`src/rtl/intc.sv`:
```
// Memory-mapped interrupt controller: latches rising edges of src into PEND,
// gates them with MASK, and presents a registered irq plus a priority cause word.
module intc #(
  parameter int          NSRC = 8,
  parameter logic [31:0] BASE = 32'hFFFF_0000
) (
  input  logic            clk,
  input  logic            reset,
  input  logic [NSRC-1:0] src,
  input  logic [31:0]     memAddr,
  input  logic [31:0]     memWriteData,
  input  logic            MemRead,
  input  logic            MemWrite,
  output logic [31:0]     rdata,
  output logic            hit,
  output logic            irq
);

  typedef enum logic [1:0] {
    OFF_PEND  = 2'd0,
    OFF_MASK  = 2'd1,
    OFF_CLEAR = 2'd2,
    OFF_CAUSE = 2'd3
  } off_t;

  logic [NSRC-1:0] src_q;
  logic [NSRC-1:0] pend;
  logic [NSRC-1:0] mask;
  logic [NSRC-1:0] rise;
  logic [NSRC-1:0] clr;
  logic [NSRC-1:0] active;
  logic            wr_mask;
  logic            wr_clear;
  off_t            off;
  logic            unused_bits;

  // Lowest enabled index wins; the word is all zero when nothing is active.
  function automatic logic [31:0] cause_word(input logic [NSRC-1:0] act);
    logic [31:0] w;
    w = '0;
    for (int i = NSRC - 1; i >= 0; i--) begin
      if (act[i]) w = {1'b1, 26'd0, 5'(i)};
    end
    return w;
  endfunction

  // Bus decode: byte offset bits [1:0] are ignored, MemRead only qualifies the system mux.
  assign hit         = (memAddr[31:4] == BASE[31:4]);
  assign off         = off_t'(memAddr[3:2]);
  assign wr_mask     = MemWrite && hit && (off == OFF_MASK);
  assign wr_clear    = MemWrite && hit && (off == OFF_CLEAR);
  assign unused_bits = ^{MemRead, memAddr[1:0], memWriteData};

  assign rise   = src & ~src_q;
  assign clr    = wr_clear ? memWriteData[NSRC-1:0] : '0;
  assign active = pend & mask;

  always_comb begin
    rdata = '0;
    if (hit) begin
      case (off)
        OFF_PEND:  rdata = 32'(pend);
        OFF_MASK:  rdata = 32'(mask);
        OFF_CLEAR: rdata = '0;
        OFF_CAUSE: rdata = cause_word(active);
        default:   rdata = '0;
      endcase
    end
  end

  // State stage: edge detect, pending/mask update, and the single registered irq.
  always_ff @(posedge clk) begin
    if (reset) begin
      src_q <= '0;
      pend  <= '0;
      mask  <= '0;
      irq   <= 1'b0;
    end else begin
      src_q <= src;
      pend  <= rise | (pend & ~clr);
      if (wr_mask) mask <= memWriteData[NSRC-1:0];
      irq   <= |active;
    end
  end

endmodule

```
`config.mk`:
```
export PLATFORM = sky130hd
export DESIGN_NAME = intc
export DESIGN_NICKNAME = d
export VERILOG_FILES = /design/src/rtl/intc.sv
export SDC_FILE = /design/constraint.sdc
export NUM_CORES = 1
export LEC_CHECK = 0
export CORE_MARGIN = 5
export CORE_UTILIZATION = 39
export CTS_BUF_LIST = sky130_fd_sc_hd__clkbuf_4
export DETAILED_ROUTE_END_ITERATION = 6
export PLACE_DENSITY = 0.88
export SLEW_MARGIN = 10
export SYNTH_ARGS = -nofsm -noshare
export SYNTH_HDL_FRONTEND = slang
export SYNTH_SLANG_ARGS = --single-unit
```
`constraint.sdc`:
```
create_clock -name clk -period 6.1 [get_ports clk]
set_input_delay 1.525 -clock clk [delete_from_list [all_inputs] [get_ports clk]]
set_output_delay 1.525 -clock clk [all_outputs]
set_load 0.1 [all_outputs]
```
**After elaboration in Yosys (flattened, before gate mapping)**

Cells that the tools add are included.

- Output and inout port bits: 34
- Bits of input ports: 76
- Register bits: 25
- Word-level logic and storage cells: 30

- Bitwise gates (word level): 6
- Multiplexer cells: 11
- Equality and inequality tests: 4
- Reductions and logical operators: 5

Operators by type and width:

| cell | count |
|---|---|
| $mux W32 | 9 |
| $pmux W32 S4 | 1 |
| $eq A28 B28 Y1 const B | 1 |
| $and A8 B8 Y8 | 3 |
| $not A8 Y8 | 2 |
| $mux W8 | 1 |
| $or A8 B8 Y8 | 1 |
| $reduce_or A8 Y1 | 1 |
| $eq A2 B2 Y1 const B | 2 |
| $logic_and A1 B1 Y1 | 3 |
| $eq A2 B1 Y1 const B | 1 |
| $logic_not A2 Y1 | 1 |

**Depth between registers and ports, before layout**

- Depth after elaboration: 11
- Gate-level depth with buffers: 5
- Mapped depth without buffers: 4

**Worst setup path before layout**

Ideal clock, no wire load.

- Path kind: input to output
- From: in memAddr[7]
- To: out rdata[1]
- Buffers on the path: 1
- Stages: 5
- Path slack: 841 ps
- Data required time: 4575 ps
- Data arrival time: 3734 ps
- Path through: nand4b_1 or3_1 or2_0 buf_6 nor2_1

- Longest elaborated chain between the ends: 2

RTL lines:

| element | line | text |
|---|---|---|
| start, declared | 10 | `input logic [31:0] memAddr,` |
| $eq A28 B28 Y1 | 48 | `assign hit = (memAddr[31:4] == BASE[31:4]);` |
| $mux W32 | 60 | `if (hit) begin` |
| end, declared | 14 | `output logic [31:0] rdata,` |

No other way between the ends.

**Worst setup path in the final report**

- From: in memAddr[5]
- To: out rdata[0]

Same word-level chain as after synthesis.

==> impl_metrics.env <==
export IMPL_status="completed"
export IMPL_fmax_mhz=191
export IMPL_grtUsageTotal_pct=13.5
export IMPL_cpMaxStageDelayCell="or2_0"
export IMPL_fin_nets=312
export IMPL_ir_worst_vdd_uv=129
export IMPL_std_cell_rows=23
export IMPL_final_setup_skew_ps=2.03
export IMPL_startpoint_type="input pin"
export IMPL_muxShareOfSynthArea_pct=4.47
export IMPL_utilization_pct=53.2
export IMPL_clock_latency_ps=310
export IMPL_power_uw=374
export IMPL_routed_wl_um=3650
export IMPL_arrival_ps=3700
export IMPL_clk_pin_slew_ps=130
export IMPL_syn_area_per_cell_um2=8.71
export IMPL_seqCellArea_um2=500
export IMPL_ys_seq_area_share_pct=31.9
export IMPL_crit_path_max_fanout=10
export IMPL_fin_setup_tns_ps=0
export IMPL_die_area_mm2=0.00539
export IMPL_holdBufCountCts=0
export IMPL_tritoncts="built"
export IMPL_fin_crit_ps=5220
export IMPL_netlist_instances=180
export IMPL_min_path_type="reg -> reg"
export IMPL_viasPerCell=4.94
export IMPL_drive_gt1_share_pct=11.9
export IMPL_maxSlewHeadroom_pct=35.8
export IMPL_synthFlopType="dfxtp_1"
export IMPL_p_per_area_mw_per_mm2=178
export IMPL_crit_chain="clkdlybuf4s50_1 -> nor4_4 -> nand4_4 -> or2_0 -> a211oi_2 -> buf_4"
export IMPL_startpoint="memAddr[5]"
export IMPL_multi_input_comb_area_um2=936
export IMPL_core_area_mm2=0.00394
export IMPL_worstHoldStart="mask[1]$_SDFFE_PP0P_"
export IMPL_required_ps=4580
export IMPL_cp_top_family="simple AND/OR/NAND/NOR gates"
export IMPL_timing_final_ws_setup_ps=876
export IMPL_drt_iter0_drc=90
export IMPL_fillCellCount=364
export IMPL_cts_buffer_depth=2
export IMPL_tightestPinTransition_ps=960
export IMPL_critPathBufInv=2
export IMPL_yosys_warnings=0
export IMPL_clock_sinks=25
export IMPL_rsz0062_at_grt="no"
export IMPL_holdWs_ps=506
export IMPL_synth_top_family_by_area="simple AND/OR/NAND/NOR gates"
export IMPL_numCtsBuffers=3
export IMPL_finalCritPeriodShare_pct=85.6
export IMPL_synth_seq_cells=25
export IMPL_start_util_pct=39.8
export IMPL_place_gp_congestion=0.754
export IMPL_dpl_hpwl_um=3090
export IMPL_async_flop_share_pct=0
export IMPL_grt_pass1_wl_um=5860
export IMPL_grt_overflow=0
export IMPL_grt_pass1_vias=1352
export IMPL_stdcell_area_mm2=0.00210
export IMPL_grt_max_degree=26
export IMPL_num_vias=1409
export IMPL_p_leak_nw=0.797
export IMPL_slowest_delay_ps=520
export IMPL_synth_xor_area_share_pct=0
export IMPL_final_antenna_net_count=0
export IMPL_ys_types=38
export IMPL_io_buffers=59
export IMPL_avgRoutedWirePerCell_um=12.8
export IMPL_drc=0
export IMPL_maxCapViolations=0
export IMPL_synth_simple_area_share_pct=35.7
export IMPL_setup_viol=0
export IMPL_die_width_um=73.4
export IMPL_path_class="in -> out"
export IMPL_synth_fa_ha_area_share_pct=0
export IMPL_final_hold_viol_count=0
export IMPL_cts_htree_levels=1
export IMPL_post_dp_cell_area_mm2=0.00207
export IMPL_synth_edff_count=0
export IMPL_final_cells=285
export IMPL_diodes=0
export IMPL_placed_cells=281
export IMPL_drt_pass1_iterations=4
export IMPL_synth_area_mm2=0.00157
export IMPL_post_cts_buffers=0
export IMPL_synth_compound_area_share_pct=14.0
export IMPL_cts_resized=0
export IMPL_place_ws_ps=847
export IMPL_cp_end_kind="output pin"
export IMPL_r2r_start="pend[5]$_SDFF_PP0_"
export IMPL_antenna_found_initial=0
export IMPL_die_height_um=73.4
export IMPL_synthToLayoutAreaGrowth_pct=33.8
export IMPL_cts_root_buf="clkbuf_4"
export IMPL_io_pins=110
export IMPL_slew_violations=0
-- registers in the layout, summed over array words and instances, names as in the netlist --
signal,flops
mask,8
src_q,8
irq,1
pend,8
-- cell usage after synthesis, types with 2 or more instances --
cell	count	area share, %
a211oi_1	8	3.8
a21oi_1	9	2.9
a22oi_1	2	0.96
a31oi_1	3	1.2
buf_2	3	0.96
buf_4	23	11
clkbuf_1	3	0.72
dfxtp_1	25	32
mux2i_1	7	4.5
nand2_1	7	1.7
nand3_1	10	3.2
nand3b_1	2	0.96
nand4_1	2	0.80
nor2_1	14	3.4
nor2b_1	25	10
nor3_2	6	3.8
nor4_4	2	2.7
o21ai_0	8	2.6
o21ai_1	2	0.64
-- metal layers --
metal	part of all wire, %	wire [um]	track usage, %
met5	0	0	0
met2	54	1960	24.7
met1	38	1380	15.6
met4	0.96	35	4.23
met3	7.7	282	2.46
-- cell families after synthesis --
kind of cell,after synthesis
muxes,7
and+or+nand+nor,81
DFF,25
AOI/OAI and AO/OA,35
other,1
buffers and inverters,31
-- worst reg2reg max path: cells and delay by family, from the launching register on --
| family | cells | cell delay, ps |
|---|---|---|
| AND/OR/NAND/NOR | 3 | 430 |
| AO/OA/AOI/OAI | 1 | 240 |
| flip-flops | 1 | 350 |
-- layout by cell type, fill, tap and decap left out, drive strengths merged --
cell type / instances
nor4b: 1
a21oi: 9
nor3: 7
nor3b: 1
mux2i: 7
inv: 1
clkbuf: 4
dfxtp: 25
nand2b: 1
buf: 10
nand4b: 1
and4: 2
a32o: 1
nand2: 7
a22o: 1
nor2: 14
and3b: 1
clkdlybuf4s50: 49
conb: 23
nand3b: 2
o21ai: 10
or2: 1
or4: 1
a211oi: 9
nand4: 3
a22oi: 2
nor4: 3
or3: 1
nor2b: 25
a31oi: 3
nand3: 10
-- layout make-up --
| cell class | instances | area share [%] |
|---|---|---|
| Sequential cell | 25 | 23.9 |
| Clock buffer | 4 | 1.43 |
| Inverter | 1 | 0.179 |
| Timing Repair Buffer | 59 | 27.0 |
| Multi-Input combinational cell | 146 | 44.6 |
| Tap cell | 50 | 2.98 |
-- power by group --
group	leakage, nW	internal [mW]	switching, mW	total (mW)
clock network	0.0184	0.0300	0.0464	0.0764
registers	0.206	0.170	0.00516	0.175
logic	0.572	0.0388	0.0831	0.122
total	0.797	0.239	0.135	0.374
-- final timing paths --
check,to,cells past startpoint,slack (ps)
hold reg to reg,mask[1]$_SDFFE_PP0P_,2,510
setup reg to reg,irq$_SDFF_PP0_,4,4950
hold / removal,mask[1]$_SDFFE_PP0P_,2,510
setup / recovery,rdata[0],6,880
No activity file was read; power rests on OpenSTA's default activity.
